### config.mk
export PLATFORM = sky130hd
export DESIGN_NAME = calc_engine
export DESIGN_NICKNAME = d
export VERILOG_FILES = /design/src/rtl/calc_pkg.sv /design/src/rtl/calc_regfile.sv /design/src/rtl/calc_engine.sv
export SDC_FILE = /design/constraint.sdc
export NUM_CORES = 1
export LEC_CHECK = 0
export ABC_AREA = 0
export CORE_ASPECT_RATIO = 1.25
export CORE_MARGIN = 3
export CORE_UTILIZATION = 55
export CTS_CLUSTER_SIZE = 25
export DETAILED_ROUTE_END_ITERATION = 6
export GPL_TIMING_DRIVEN = 0
export HOLD_SLACK_MARGIN = 0.02
export PLACE_DENSITY_LB_ADDON = 0.25
export SETUP_SLACK_MARGIN = 0.05
export SLEW_MARGIN = 20
export SYNTH_ARGS = -nofsm -noshare
export SYNTH_HDL_FRONTEND = slang
export SYNTH_SLANG_ARGS = --single-unit
### constraint.sdc
create_clock -name hz100 -period 3 [get_ports hz100]
set_input_delay 0.6 -clock hz100 [delete_from_list [all_inputs] [get_ports hz100]]
set_output_delay 0.6 -clock hz100 [all_outputs]
set_load 0.01 [all_outputs]
### src/rtl/calc_pkg.sv
// Shared types and constants for the calculator execution engine.
// No logic; opcode 111 decodes as MUL when CALC_MUL_EN is defined, else MOV.
// Backpressure: not applicable (types only).
package calc_pkg;

  localparam int OPW = 3;

  typedef enum logic [OPW-1:0] {
    OP_ADD = 3'b000,
    OP_SUB = 3'b001,
    OP_AND = 3'b010,
    OP_OR  = 3'b011,
    OP_XOR = 3'b100,
    OP_SHL = 3'b101,
    OP_SHR = 3'b110,
`ifdef CALC_MUL_EN
    OP_MUL = 3'b111
`else
    OP_MOV = 3'b111
`endif
  } op_t;

  typedef enum logic [2:0] {
    ST_IDLE = 3'd0,
    ST_READ = 3'd1,
    ST_EXEC = 3'd2,
    ST_MUL  = 3'd3,
    ST_WB   = 3'd4
  } state_t;

endpackage

### src/rtl/calc_regfile.sv
// NREGS x WIDTH register file: one write port, two captured operand reads, one combinational read.
// Latency: writes visible the cycle after the edge; operand capture registered on cap_en_i.
// Backpressure: none; an engine write and a load in the same cycle drop the load (ld_drop_o).
module calc_regfile
  import calc_pkg::*;
#(
  parameter int WIDTH = 9,
  parameter int NREGS = 8,
  localparam int RW   = $clog2(NREGS)
) (
  input  logic             clk_i,
  input  logic             rst_i,
  input  logic             eng_we_i,
  input  logic [RW-1:0]    eng_reg_i,
  input  logic [WIDTH-1:0] eng_data_i,
  input  logic             ld_en_i,
  input  logic [RW-1:0]    ld_reg_i,
  input  logic [WIDTH-1:0] ld_data_i,
  output logic             ld_drop_o,
  input  logic             cap_en_i,
  input  logic [RW-1:0]    ra_a_i,
  input  logic [RW-1:0]    ra_b_i,
  output logic [WIDTH-1:0] op_a_o,
  output logic [WIDTH-1:0] op_b_o,
  input  logic [RW-1:0]    rd_reg_i,
  output logic [WIDTH-1:0] rd_data_o
);

  logic [WIDTH-1:0] regs_q [NREGS];
  logic [WIDTH-1:0] op_a_q;
  logic [WIDTH-1:0] op_b_q;

  // There is only one write port, so a load competing with write-back loses.
  assign ld_drop_o = ld_en_i & eng_we_i;

  // Single write port: engine write-back has priority over a direct load.
  always_ff @(posedge clk_i) begin
    if (rst_i) begin
      for (int i = 0; i < NREGS; i++) regs_q[i] <= '0;
    end else if (eng_we_i) begin
      regs_q[eng_reg_i] <= eng_data_i;
    end else if (ld_en_i) begin
      regs_q[ld_reg_i] <= ld_data_i;
    end
  end

  // Operand snapshot: later loads to these registers do not disturb the running command.
  always_ff @(posedge clk_i) begin
    if (rst_i) begin
      op_a_q <= '0;
      op_b_q <= '0;
    end else if (cap_en_i) begin
      op_a_q <= regs_q[ra_a_i];
      op_b_q <= regs_q[ra_b_i];
    end
  end

  assign op_a_o    = op_a_q;
  assign op_b_o    = op_b_q;
  assign rd_data_o = regs_q[rd_reg_i];

endmodule

### src/rtl/calc_engine.sv
// Register-file ALU engine: one command at a time, IDLE->READ->EXEC->(MUL)->WB; MUL built under CALC_MUL_EN.
// Latency: result written back 3 edges after acceptance, 3+WIDTH for MUL.
// Backpressure: cmd_ready low from the cycle after acceptance through WB; loads dropped (wr_err) only in WB.
module calc_engine
  import calc_pkg::*;
#(
  parameter int WIDTH = 9,
  parameter int NREGS = 8,
  localparam int RW   = $clog2(NREGS)
) (
  input  logic             hz100,
  input  logic             reset,
  input  logic             cmd_valid,
  output logic             cmd_ready,
  input  logic [OPW-1:0]   cmd_op,
  input  logic [RW-1:0]    cmd_src1,
  input  logic [RW-1:0]    cmd_src2,
  input  logic [RW-1:0]    cmd_dst,
  input  logic             wr_en,
  input  logic [RW-1:0]    wr_reg,
  input  logic [WIDTH-1:0] wr_data,
  output logic             wr_err,
  input  logic [RW-1:0]    rd_reg,
  output logic [WIDTH-1:0] rd_data,
  output logic             res_valid,
  output logic [WIDTH-1:0] res_data,
  output logic             res_ovf,
  output logic             busy
);

  localparam int SW = $clog2(WIDTH);

  state_t           state_q, state_d;
  op_t              op_q;
  logic [RW-1:0]    src1_q, src2_q, dst_q;
  logic [WIDTH-1:0] op_a, op_b;
  logic [WIDTH-1:0] alu_res, alu_res_q;
  logic             alu_ovf, alu_ovf_q;
  logic [WIDTH-1:0] wb_data;
  logic             wb_ovf;
  logic [WIDTH-1:0] res_data_q;
  logic             res_ovf_q, res_valid_q, wr_err_q;
  logic             ld_drop;
  logic             accept;
  logic             in_wb;
  logic [SW-1:0]    amt;
  logic [3*WIDTH-1:0] shl_wide;

  assign accept = cmd_valid & cmd_ready;
  assign in_wb  = (state_q == ST_WB);

  calc_regfile #(.WIDTH(WIDTH), .NREGS(NREGS)) u_regfile (
    .clk_i      (hz100),
    .rst_i      (reset),
    .eng_we_i   (in_wb),
    .eng_reg_i  (dst_q),
    .eng_data_i (wb_data),
    .ld_en_i    (wr_en),
    .ld_reg_i   (wr_reg),
    .ld_data_i  (wr_data),
    .ld_drop_o  (ld_drop),
    .cap_en_i   (state_q == ST_READ),
    .ra_a_i     (src1_q),
    .ra_b_i     (src2_q),
    .op_a_o     (op_a),
    .op_b_o     (op_b),
    .rd_reg_i   (rd_reg),
    .rd_data_o  (rd_data)
  );

`ifdef CALC_MUL_EN
  localparam int CW = (SW < 1) ? 1 : SW;

  logic [2*WIDTH-1:0] acc_q, mcand_q, prod;
  logic [WIDTH-1:0]   mplier_q, mag_a, mag_b, mul_res;
  logic [CW-1:0]      mul_cnt_q;
  logic               neg_q, mul_ovf;

  // Magnitudes fit in WIDTH unsigned bits, including the most negative value.
  assign mag_a = op_a[WIDTH-1] ? (~op_a + 1'b1) : op_a;
  assign mag_b = op_b[WIDTH-1] ? (~op_b + 1'b1) : op_b;

  // Shift-add multiplier over magnitudes, one multiplier bit per cycle.
  always_ff @(posedge hz100) begin
    if (reset) begin
      acc_q     <= '0;
      mcand_q   <= '0;
      mplier_q  <= '0;
      neg_q     <= 1'b0;
      mul_cnt_q <= '0;
    end else if (state_q == ST_EXEC) begin
      acc_q     <= '0;
      mcand_q   <= {{WIDTH{1'b0}}, mag_a};
      mplier_q  <= mag_b;
      neg_q     <= op_a[WIDTH-1] ^ op_b[WIDTH-1];
      mul_cnt_q <= '0;
    end else if (state_q == ST_MUL) begin
      if (mplier_q[0]) acc_q <= acc_q + mcand_q;
      mcand_q   <= mcand_q << 1;
      mplier_q  <= mplier_q >> 1;
      mul_cnt_q <= mul_cnt_q + CW'(1);
    end
  end

  // Sign applied once at the end; overflow when the signed product does not fit WIDTH bits.
  assign prod    = neg_q ? (~acc_q + 1'b1) : acc_q;
  assign mul_res = prod[WIDTH-1:0];
  assign mul_ovf = (prod[2*WIDTH-1:WIDTH-1] != {(WIDTH+1){prod[WIDTH-1]}});
`endif

  // Command fields are sampled only at acceptance.
  always_ff @(posedge hz100) begin
    if (reset) begin
      op_q   <= OP_ADD;
      src1_q <= '0;
      src2_q <= '0;
      dst_q  <= '0;
    end else if (accept) begin
      op_q   <= op_t'(cmd_op);
      src1_q <= cmd_src1;
      src2_q <= cmd_src2;
      dst_q  <= cmd_dst;
    end
  end

  // FSM state register.
  always_ff @(posedge hz100) begin
    if (reset) state_q <= ST_IDLE;
    else       state_q <= state_d;
  end

  // FSM next state and ready.
  always_comb begin
    state_d   = state_q;
    cmd_ready = 1'b0;
    case (state_q)
      ST_IDLE: begin
        cmd_ready = 1'b1;
        if (cmd_valid) state_d = ST_READ;
      end
      ST_READ: state_d = ST_EXEC;
`ifdef CALC_MUL_EN
      ST_EXEC: state_d = (op_q == OP_MUL) ? ST_MUL : ST_WB;
      ST_MUL:  if (mul_cnt_q == CW'(WIDTH-1)) state_d = ST_WB;
`else
      ST_EXEC: state_d = ST_WB;
      ST_MUL:  state_d = ST_IDLE;
`endif
      ST_WB:   state_d = ST_IDLE;
      default: state_d = ST_IDLE;
    endcase
  end

  assign amt = op_b[SW-1:0];

  // Single-cycle ALU on the captured operands.
  always_comb begin
    alu_res  = '0;
    alu_ovf  = 1'b0;
    // Triple width holds every bit shifted out for any amount below 2*WIDTH.
    shl_wide = {{(2*WIDTH){op_a[WIDTH-1]}}, op_a} << amt;
    case (op_q)
      OP_ADD: begin
        alu_res = op_a + op_b;
        alu_ovf = (op_a[WIDTH-1] == op_b[WIDTH-1]) && (alu_res[WIDTH-1] != op_a[WIDTH-1]);
      end
      OP_SUB: begin
        alu_res = op_a - op_b;
        alu_ovf = (op_a[WIDTH-1] != op_b[WIDTH-1]) && (alu_res[WIDTH-1] != op_a[WIDTH-1]);
      end
      OP_AND: alu_res = op_a & op_b;
      OP_OR:  alu_res = op_a | op_b;
      OP_XOR: alu_res = op_a ^ op_b;
      OP_SHL: begin
        alu_res = shl_wide[WIDTH-1:0];
        alu_ovf = (shl_wide[3*WIDTH-1:WIDTH-1] != {(2*WIDTH+1){op_a[WIDTH-1]}});
      end
      OP_SHR: alu_res = $signed(op_a) >>> amt;
`ifdef CALC_MUL_EN
      OP_MUL: alu_res = '0;
`else
      OP_MOV: alu_res = op_a;
`endif
      default: alu_res = '0;
    endcase
  end

  // EXEC stores the ALU outcome for write-back.
  always_ff @(posedge hz100) begin
    if (reset) begin
      alu_res_q <= '0;
      alu_ovf_q <= 1'b0;
    end else if (state_q == ST_EXEC) begin
      alu_res_q <= alu_res;
      alu_ovf_q <= alu_ovf;
    end
  end

  // Write-back source: multiplier output for MUL, stored ALU result otherwise.
  always_comb begin
    wb_data = alu_res_q;
    wb_ovf  = alu_ovf_q;
`ifdef CALC_MUL_EN
    if (op_q == OP_MUL) begin
      wb_data = mul_res;
      wb_ovf  = mul_ovf;
    end
`endif
  end

  // Result/status registers: pulses follow the WB edge, data held until the next write-back.
  always_ff @(posedge hz100) begin
    if (reset) begin
      res_data_q  <= '0;
      res_ovf_q   <= 1'b0;
      res_valid_q <= 1'b0;
      wr_err_q    <= 1'b0;
    end else begin
      res_valid_q <= in_wb;
      wr_err_q    <= ld_drop;
      if (in_wb) begin
        res_data_q <= wb_data;
        res_ovf_q  <= wb_ovf;
      end
    end
  end

  assign res_valid = res_valid_q;
  assign res_data  = res_data_q;
  assign res_ovf   = res_ovf_q;
  assign wr_err    = wr_err_q;
  assign busy      = ~cmd_ready;

endmodule

* Word-level counts from Yosys, hierarchy flattened
Memory sizes are Yosys's and may differ from the RTL's. A register that Yosys moved wholly into a read port is not among the register bits.
Cells that the tools add are included.
** Word-level totals
- Memories :: 1
- Memory bits (writable) :: 72
- Flip-flop bits (word level) :: 37
** Operators by class
- Shift operators :: 2
- Add/subtract/negate cells :: 2
- Multiplexer cells :: 20
- Reductions and logical operators :: 6
- Bitwise logic cells :: 6
- Eq/ne operators :: 16
** Memories
- u_regfile.regs_q :: words 8, width 9, rd ports 3, clocked after Yosys merged registers in 2, wr ports 8, line calc_regfile.sv:29 : logic [WIDTH-1:0] regs_q [NREGS];
** Operator list (count)
- 9-bit one-hot mux with 8 select lines :: 1
- 27-bit by 4-bit left shift with 27-bit output :: 1
- 19-bit inequality test :: 1
- 9-bit 2-to-1 mux :: 2
- 9-bit OR reduction :: 2
- 3-bit == test (second input constant) :: 5
- 1-bit 2-to-1 mux :: 12
- 9-bit adder :: 1
- 9-bit AND :: 1
- 3-bit by 2-bit == test with 1-bit output (second input constant) :: 3
- 3-bit 2-to-1 mux :: 3
- 9-bit bitwise OR :: 1
- 3-bit one-hot mux with 3 select lines :: 1
- 9-bit by 4-bit >>> shifter with 9-bit output :: 1
- 9-bit subtractor :: 1
- 9-bit bitwise XOR :: 1
- 3-bit by 1-bit == test with 1-bit output (second input constant) :: 2
- 3-bit logical NOT :: 2
- 1-bit inequality test :: 3
- 1-bit one-hot mux with 3 select lines :: 1
- 1-bit AND :: 2
- 1-bit logical AND :: 2
- 2-bit inequality test (second input constant) :: 1
- 1-bit == test :: 1
- 1-bit inverter :: 1

* Logic depth before layout (Yosys ltp)
- Depth in word-level cells :: 7
- Mapped depth :: 11
- Gate-level depth less buffers :: 10

* Cells and area by module
A second synthesis with hierarchy kept.
** Unflattened totals
- Cell total of the unflattened synthesis :: 903
- Area total of the unflattened synthesis :: 8922.3 um2
** By module, submodules not included
- calc_regfile :: seq. area each 2522.4 um2, cells an instance 413, area each 5192.5 um2, instances 1
- calc_engine :: seq. area each 740.7 um2, cells an instance 490, area each 3729.8 um2, instances 1

* Worst setup path before layout
OpenSTA, ideal clock, no wires.
- Path kind :: input to output
- Start :: input rd_reg[0]
- End :: output rd_data[0]
- Data arrival time :: 2.238 ns
- Required time :: 2.400 ns
- Buffers on the path :: 2
- Slack :: 0.162 ns
- Cell stages on the path :: 4
- Cell sequence :: clkbuf_1 > buf_2 > mux4_2 > mux2_2
** Between the ends
- Word-level cells in the longest chain between the ends :: 1
** RTL lines
- start: declaration :: line calc_engine.sv:23 : input logic [RW-1:0] rd_reg,
- memory read 8 x 9 bit
- end: declaration :: line calc_engine.sv:24 : output logic [WIDTH-1:0] rd_data,
Every way passes these cells.

* Worst setup path after layout
- Start :: input rd_reg[0]
- End :: output rd_data[5]
The elaborated chain is that of the path after synthesis.

==> results.sh <==
export IMPL_timing_rr_start="u_regfile.op_b_o[1]"
export IMPL_p_per_area_nw_per_um2=521
export IMPL_routed_wl_um=27900
export IMPL_slew_limit_headroom_pct=18.7
export IMPL_num_antenna_cells=0
export IMPL_firstDrtPassIters=7
export IMPL_worstReg2RegEnd="alu_res_q[5]"
export IMPL_synth_common_cells="nor2_1, nand2_1, edfxtp_1"
export IMPL_clkLatencyLatePin_ns=0.43
export IMPL_fill_cells=1230
export IMPL_grt_overflow_total=0
export IMPL_yosysMostFrequentCell="nor2_1"
export IMPL_first_iter_violations=800
export IMPL_dp_cells=1099
export IMPL_tns_ns=0
export IMPL_cts_root_buffer="clkbuf_16"
export IMPL_synth_edf_count=72
export IMPL_vias_per_cell=6.55
export IMPL_critPathLaunchType="primary input"
export IMPL_row_count=50
export IMPL_syn_avg_cell_area_um2=10.2
export IMPL_max_vdd_ir_drop_uv=366
export IMPL_die_area_um2=17100
export IMPL_hold_depth=2
export IMPL_placed_area_um2=9330
export IMPL_grt_total_usage_pct=32.2
export IMPL_period_needed_ns=2.90
export IMPL_crit_fanout=10
export IMPL_fin_area_um2=10100
export IMPL_reg2reg_setup_slack_ns=0.15
export IMPL_hold_violations=0
export IMPL_cp_required_ns=2.40
export IMPL_rsz0062_at_grt="no"
export IMPL_synth_area_um2=8580
export IMPL_hp_start="reset"
export IMPL_outcome="completed"
export IMPL_cp_top_family="multiplexers"
export IMPL_syn_to_final_growth_pct=17.5
export IMPL_grt_pass1_wl_um=41400
export IMPL_cp_arrival_ns=2.30
export IMPL_final_setup_viol_count=0
export IMPL_multiInputGateArea_um2=4980
export IMPL_ys_flop_type="edfxtp_1"
export IMPL_synth_largest_area_cell="edfxtp_1"
export IMPL_synth_cells=842
export IMPL_crit_path_end_kind="output port"
export IMPL_worstHoldEndpoint="state_q[2]"
export IMPL_regArea_um2=3270
export IMPL_grt_pass1_vias=7190
export IMPL_final_setup_skew_ns=0.00762
export IMPL_drc=0
export IMPL_antenna_found_initial=0
export IMPL_clkTransAtPathRegs_ns=0.06
export IMPL_yosys_register_bits=127
export IMPL_grt_max_degree=17
export IMPL_ioPinCount=54
export IMPL_clock_path_buffers=2
export IMPL_syn_nets=903
export IMPL_rr_worst_depth=10
export IMPL_max_cap_violations=0
export IMPL_port_buffers=49
export IMPL_cts_made_buffers=17
export IMPL_drtAntennaViolNets=0
export IMPL_numClockSinks=127
export IMPL_chipHeight_um=146
export IMPL_hold_path_class="primary input to flip-flop"
export IMPL_path_cells="clkbuf_8 -> buf_12 -> mux4_2 -> mux2_2 -> clkdlybuf4s50_1"
export IMPL_critPathSlowestCell="mux4_2"
export IMPL_finalMaxSlewViolations=0
export IMPL_yosysWarnings=0
export IMPL_fin_crit_sh_pct=96.6
export IMPL_max_freq_ghz=0.345
export IMPL_start_util_pct=56.7
export IMPL_wire_per_inst_um=24.6
export IMPL_vias=7412
export IMPL_ys_seq_area_share_pct=38.0
export IMPL_crit_type="primary input to output port"
export IMPL_gp_congestion=1.03
export IMPL_core_um2=15100
export IMPL_cts_tree="done"
export IMPL_htree_num_levels=4
export IMPL_critPathBufInv=3
export IMPL_cpPeakStageDelay_ns=0.57
export IMPL_drive_gt1_share_pct=17.7
export IMPL_synth_top_area_share_pct=25.2
export IMPL_leakage_nw=3.41
export IMPL_die_x_um=118
export IMPL_fin_nets=971
export IMPL_fin_cells=1131
export IMPL_dp_hpwl_um=20700
export IMPL_synthArstFlopShare_pct=0
export IMPL_whs_ns=0.416
export IMPL_synth_top_cells_by_area="edfxtp_1, mux4_2, dfxtp_1"
export IMPL_synth_cell_types=72
export IMPL_worst_slew_pin_slew_ns=1.19
[final cells by class]
type	instances	share of cell area, %
multi-input cells	624	49.4
flip-flops and latches	127	32.4
repair buffers	50	4.94
clock buffers	17	4.22
plain buffers	63	3.69
well taps	208	2.58
clock inverters	15	1.71
inverters	27	1.01
[routing by layer]
layer,GRT usage (%),wire length (um),up-vias
li1,-,-,3259
met2,56.1,14100,461
met1,37.0,9750,3573
met3,5.48,2110,119
met4,19.5,1900,0
met5,0,0,-
[metrics by stage]
step / setup slack, ns / util [%] / total power, W
final: 0.102 / 66.6 / 0.00525
after global routing: 0.0472 / 66.6 / 0.00541
after CTS: -0.0658 / 66.1 / 0.00522
after detailed placement: -0.675 / 61.6 / 0.00314
after global placement: -0.659 / 61.6 / 0.00312
after floorplan: 0.162 / - / 0.00276
[logic make-up after synthesis]
family	share of synthesized area (%)
buffers and inverters	5.12
adders and majority gates	4.55
and+or+nand+nor	15.4
xor gates and xnor gates	0.919
AOI/OAI and AO/OA	12.6
muxes	23.4
DFF	38.0
[where the power goes]
part           switching (W)  total [W]  internal [W]
registers          0.0000846    0.00200       0.00192
clock network       0.000904    0.00209       0.00119
logic               0.000675    0.00116      0.000485
[worst max path at each step]
stage | endpoint | from | cells after the start | slack (ns)
after floorplan | rd_data[0] | rd_reg[0] | 4 | 0.16
after global placement | rd_data[5] | rd_reg[0] | 5 | -0.66
after detailed placement | rd_data[5] | rd_reg[0] | 5 | -0.68
after CTS | u_regfile.regs_q[1][4] | state_q[0] | 8 | -0.07
after global routing | u_regfile.regs_q[1][4] | state_q[0] | 8 | 0.05
final | rd_data[5] | rd_reg[0] | 5 | 0.10
[registers in the layout, indices dropped and copies added, names as in the netlist]
name,cells
res_valid,1
res_ovf,1
u_regfile.regs_q,72
u_regfile.op_b_o,9
src1_q,3
alu_res_q,9
wr_err,1
alu_ovf_q,1
state_q,3
op_q,3
dst_q,3
res_data,9
src2_q,3
u_regfile.op_a_o,9
[layout by cell type (no fill, tap or decap), types with 23 or more instances in the layout]
cell type        netlist  final
mux2i_1               45     42
ha_1                  28     28
a21oi_1               51     51
edfxtp_1              72     72
nor2_1               132    132
mux4_2                61     61
nand2_1               89     84
clkbuf_1              34     31
clkdlybuf4s50_1        0     49
dfxtp_1               55     53
inv_1                 23     23
[what timing repair did]
action / 4_1_cts / 5_1_grt
pin swaps: 1 / 1
endpoints found under the setup margin: 50 / 43
hold buffers: 0 / 0
resized for setup: 21 / 17
buffers inserted: 1 / 0
No activity file was read; power rests on OpenSTA's default activity.
